[src/rtl/mem_arbiter.sv]
// mem_arbiter: shares one single-port synchronous RAM between the CPU core
// (default owner) and a secondary DMA master. The CPU is stalled via cpu_rdy
// only while DMA actually owns the RAM. A run counter forces DMA in after
// MAX_CPU_RUN CPU cycles with DMA pending, and a burst counter caps
// consecutive DMA grants at DMA_MAX_BURST.
//
// Ports:
//   sys_clk, sys_rst_n              clock (rising edge), async active-low reset
//   cpu_addr/cpu_we/cpu_dout        CPU request (AB/WE/DO)
//   cpu_din, cpu_rdy                CPU read data (DI) and RDY (0 = stall)
//   dma_req/dma_addr/dma_we/dma_wdata  DMA request, held until granted
//   dma_gnt                         DMA request issued to RAM this cycle
//   dma_rdata, dma_rvalid           DMA read data and its one-cycle valid
//   mem_addr/mem_we/mem_wdata       RAM request
//   mem_rdata                       RAM read data, one cycle after address
module mem_arbiter #(
    parameter int unsigned ADDR_W        = 16,
    parameter int unsigned DATA_W        = 8,
    parameter int unsigned MAX_CPU_RUN   = 4,
    parameter int unsigned DMA_MAX_BURST = 2
) (
    input  logic              sys_clk,
    input  logic              sys_rst_n,
    input  logic [ADDR_W-1:0] cpu_addr,
    input  logic              cpu_we,
    input  logic [DATA_W-1:0] cpu_dout,
    output logic [DATA_W-1:0] cpu_din,
    output logic              cpu_rdy,
    input  logic              dma_req,
    input  logic [ADDR_W-1:0] dma_addr,
    input  logic              dma_we,
    input  logic [DATA_W-1:0] dma_wdata,
    output logic              dma_gnt,
    output logic [DATA_W-1:0] dma_rdata,
    output logic              dma_rvalid,
    output logic [ADDR_W-1:0] mem_addr,
    output logic              mem_we,
    output logic [DATA_W-1:0] mem_wdata,
    input  logic [DATA_W-1:0] mem_rdata
);

    localparam int unsigned RUN_W   = (MAX_CPU_RUN > 1)   ? $clog2(MAX_CPU_RUN)   : 1;
    localparam int unsigned BURST_W = (DMA_MAX_BURST > 1) ? $clog2(DMA_MAX_BURST) : 1;
    localparam logic [RUN_W-1:0]   RUN_LAST   = RUN_W'(MAX_CPU_RUN - 1);
    localparam logic [BURST_W-1:0] BURST_LAST = BURST_W'(DMA_MAX_BURST - 1);

    typedef enum logic {
        ST_CPU = 1'b0,
        ST_DMA = 1'b1
    } state_t;

    state_t              state;
    logic [RUN_W-1:0]    run_cnt;
    logic [BURST_W-1:0]  burst_cnt;
    logic                rd_dma_q;
    logic [DATA_W-1:0]   cpu_hold;
    logic                dma_own;

    // DMA owns the RAM only while in DMA state and still requesting, so a
    // dropped request hands the current cycle straight back to the CPU.
    assign dma_own = (state == ST_DMA) && dma_req;

    // RAM request mux
    assign mem_addr  = dma_own ? dma_addr  : cpu_addr;
    assign mem_we    = dma_own ? dma_we    : cpu_we;
    assign mem_wdata = dma_own ? dma_wdata : cpu_dout;

    assign dma_gnt    = dma_own;
    assign cpu_rdy    = ~dma_own;
    assign dma_rdata  = mem_rdata;
    assign dma_rvalid = rd_dma_q;

    // In the DMA return cycle mem_rdata belongs to DMA; show the CPU its
    // last own read value instead so DI stays stable across the stall.
    assign cpu_din = rd_dma_q ? cpu_hold : mem_rdata;

    // Ownership FSM with fairness and burst counters
    always_ff @(posedge sys_clk or negedge sys_rst_n) begin
        if (!sys_rst_n) begin
            state     <= ST_CPU;
            run_cnt   <= '0;
            burst_cnt <= '0;
        end else begin
            case (state)
                ST_CPU: begin
                    if (!dma_req) begin
                        run_cnt <= '0;
                    end else if (run_cnt == RUN_LAST) begin
                        state     <= ST_DMA;
                        burst_cnt <= '0;
                        run_cnt   <= '0;
                    end else begin
                        run_cnt <= run_cnt + RUN_W'(1);
                    end
                end
                ST_DMA: begin
                    if (!dma_req || (burst_cnt == BURST_LAST)) begin
                        state <= ST_CPU;
                    end else begin
                        burst_cnt <= burst_cnt + BURST_W'(1);
                    end
                end
                default: state <= ST_CPU;
            endcase
        end
    end

    // Read-return tracking and CPU read-data hold
    always_ff @(posedge sys_clk or negedge sys_rst_n) begin
        if (!sys_rst_n) begin
            rd_dma_q <= 1'b0;
            cpu_hold <= '0;
        end else begin
            rd_dma_q <= dma_own & ~dma_we;
            if (!rd_dma_q) begin
                cpu_hold <= mem_rdata;
            end
        end
    end

endmodule

[config.mk]
export PLATFORM = sky130hd
export DESIGN_NAME = mem_arbiter
export DESIGN_NICKNAME = d
export VERILOG_FILES = /design/src/rtl/mem_arbiter.sv
export SDC_FILE = /design/constraint.sdc
export NUM_CORES = 1
export LEC_CHECK = 0
export CORE_MARGIN = 5
export CORE_UTILIZATION = 30
export CTS_BUF_LIST = sky130_fd_sc_hd__clkbuf_8
export DETAILED_ROUTE_END_ITERATION = 10
export PLACE_DENSITY = 0.9
export SLEW_MARGIN = 40
export SYNTH_ARGS = -nofsm -noshare
export SYNTH_HDL_FRONTEND = slang
export SYNTH_SLANG_ARGS = --single-unit
[constraint.sdc]
create_clock -name sys_clk -period 2.6 [get_ports sys_clk]
set_input_delay 0.52 -clock sys_clk [delete_from_list [all_inputs] [get_ports sys_clk]]
set_output_delay 0.52 -clock sys_clk [all_outputs]
set_load 0.01 [all_outputs]
==> flow_summary_export.csv <==
group,metric,value,unit
run_status,status,"complete, no violations",
yosys,synth.most_common_cell,"mux2_4",
yosys,avgSynthCellArea,13.14,µm²
critical_path,crit_path_end_kind,"primary output",
clock_network,path_clk_slew,0.06,ns
clock_network,cts_made_buffers,3,
pwr,vdd.ir_drop.worst,0.0001811,V
pwr,p_leak,1.051,nW
critical_path,cpMostUsedCell,"clkdlybuf4s50_1",
floorplanning,die_h,66.15,µm
timing,slew_viol_final,0,
critical_path,path_cells,"clkdlybuf4s50_1 -> nand2_4 -> buf_12 -> inv_1 -> clkdlybuf4s50_1",
floorplanning,ios,105,
clock_network,h-tree-depth,1,
floorplanning,start_util,31.24,%
yosys,synth-edff-count,0,
timing,timing.hold.ws,0.4937,ns
floorplanning,core_area,3028,µm²
critical_path,critPathLaunchType,"input port",
pwr,power_density,389.3,nW/µm²
yosys,post-synth-top-area-cell,"dfrtp_1",
pwr,total_power,0.8013,mW
critical_path,cp.required,2.08,ns
cells_and_area,fin_cells,215,
job,cap_violations,0,
floorplanning,rows,20,
clock_network,cts_hold_buf,0,
clock_network,cts_max_path_buffers,2,
yosys,netlist_instances,72,
yosys,synth_area_leaders,"dfrtp_1 34%, mux2_4 27%, mux2_2 19%",
yosys,synth_cell_types,17,
drt,ant_nets,0,
critical_path,cp_top_family,"buffers and inverters",
drt,dr.first_iter.drc_count,10,
yosys,synth.top_cell.area_share,34.39,%
drt,vias,930,
placement,gp_congestion,0.6940,
global_route,antenna_found_initial,0,
min_path,hp-class,"reg -> reg",
drt,routed_wl,3376,µm
timing,finClkSkew,0.0009258,ns
critical_path,arrival,1.89,ns
drt,wl_met1,1035,µm
critical_path,cp_num_buf_inv,4,
yosys,synth-main-ff-cell,"dfrtp_1",
clock_network,root_buffer,"clkbuf_8",
placement,post-dp-hpwl,2967,µm
floorplanning,die_x,66.15,µm
cells_and_area,fin_nets,234,
yosys,ys_ff_latch,13,
critical_path,critical_path_class,"in -> out",
drt,wl_per_cell,15.70,µm
global_route,grt_usage,15.22,%
timing,maxSlewHeadroom,61.14,%
global_route,overflow,0,
global_route,grt_pass1_vias,1048,
drt,drc_errors,0,
yosys,seq_area_frac_synth,34.39,%
cells_and_area,n_antenna_cell,0,
global_route,grt_max_degree,22,
placement,portBuffers,104,
yosys,synthTopCellsByCount,"17 x mux2_4, 16 x mux2_2, 13 x dfrtp_1, 8 x buf_4, 3 x nand2_1",
timing,tightest_slew,0.5811,ns
drt,viasPerCell,4.326,
clock_network,numClockSinks,13,
yosys,ys_warn_count,0,
critical_path,cp_max_fo,21,
drt,met2_length,1846,µm
timing,period_needed,2.411,ns
drt,dr_wl_met3,460,µm
global_route,grt_pass1_wl,4981,µm
critical_path,max_stage_delay,0.54,ns
drt,drt_first_pass_iters,4,
timing,finalSetupViolations,0,
drt,routed.top_layer,"met4",
timing,finalHoldViolations,0,
yosys,netlist_area,945.9,µm²
clock_network,insertion_delay,0.24,ns
cells_and_area,syn_to_final_growth,117.6,%
critical_path,slowest_stage,"clkdlybuf4s50_1",
yosys,async_reset_ff_share,100.0,%
yosys,synth_nets,134,
placement,dp_cells,211,
clock_network,cts_post_setup_buffers_inserted,0,
floorplanning,die_area,4376,µm²
timing,fin_crit_sh,92.74,%
timing,fmax,0.4147,GHz
clock_network,tritoncts,"done",
timing,rsz0062_at_grt,"false",
cells_and_area,post_route_cells_drive_above_1_share,23.39,%
-- flip-flops by register name, indices dropped and copies added, names as in the netlist --
name,cells
burst_cnt,1
cpu_hold,8
dma_rvalid,1
run_cnt,2
state,1
-- timing repair --
action,4_1_cts,5_1_grt
endpoints found under the setup margin,9,16
resized for setup,9,16
pin swaps,0,0
-- cell type report --
type,instances,area (µm²)
sequential,13,325.3
tap,44,55.05
clock inverter,1,3.754
multi-input combinational,46,524.3
fill,243,969.7
inverter,1,3.754
timing repair buffer,107,1105
clock buffer,3,41.29
-- report_power, final --
part           switching (mW)  internal, mW  total (mW)
clock                  0.0741         0.104       0.178
combinational           0.119         0.246       0.364
sequential             0.0232         0.235       0.258
-- cells in the final DEF (no fill, tap or decap) --
cell type        netlist  layout
nor4b_1                1       1
clkdlybuf4s50_1        0      79
inv_1                  1       2
ha_1                   1       1
nand2_1                3       3
nand2_4                1       1
dlymetal6s2s_1         0      16
dlygate4sd2_1          0       9
clkbuf_8               0       3
buf_4                  8       2
nor2_1                 1       1
mux2_4                17      17
dfrtp_1               13      13
a22o_1                 1       1
o21ai_0                1       1
mux2_2                16      16
buf_12                 0       1
a21boi_0               1       1
nand2b_1               2       2
a21o_1                 1       1
-- metrics by stage --
step / setup TNS, ns / setup slack, ns / utilization, % / cell area (µm²)
floorplan: 0 / 0.9621 / - / 945.9
global placement: -0.002004 / -0.002004 / 65.54 / 1984
detailed placement: -0.03224 / -0.007909 / 65.54 / 1984
CTS: 0 / 0.0006837 / 66.65 / 2018
global route: 0 / 0.1333 / 67.98 / 2058
finish: 0 / 0.1888 / 67.98 / 2058
-- metal layers --
metal | track usage (%) | vias to the layer above
met4 | 4.569 | 0
li1 | - | 443
met5 | 0 | -
met1 | 14.42 | 416
met2 | 28.62 | 66
met3 | 7.143 | 5
-- path summary, 6_finish.rpt --
kind / from / endpoint / slack, ns / cells after the start
max reg2reg: run_cnt[0] / run_cnt[0] / 1.46 / 3
min: cpu_hold[7] / cpu_hold[7] / 0.49 / 1
min reg2reg: cpu_hold[7] / cpu_hold[7] / 0.49 / 1
min in group asynchronous: sys_rst_n / cpu_hold[4] / 0.65 / 1
max: dma_req / dma_gnt / 0.19 / 5
max in group asynchronous: sys_rst_n / state / 1.57 / 1
-- cell families (layout without fill, tap and decap cells) --
logic type	count (synthesis)	after routing	share of synthesized area, %
muxes	33	33	46.03
DFF	13	13	34.39
buffers and inverters	13	112	10.18
and+or+nand+nor	8	8	5.026
AOI/OAI and AO/OA	4	4	3.043
adders and majority gates	1	1	1.323
-- worst reg2reg max path, stage by stage, from the launching register on --
cell     delay [ns]
dfrtp_1        0.40
ha_1           0.23
nor4b_1        0.34
a21o_1         0.12
No activity file was read; power rests on OpenSTA's default activity.
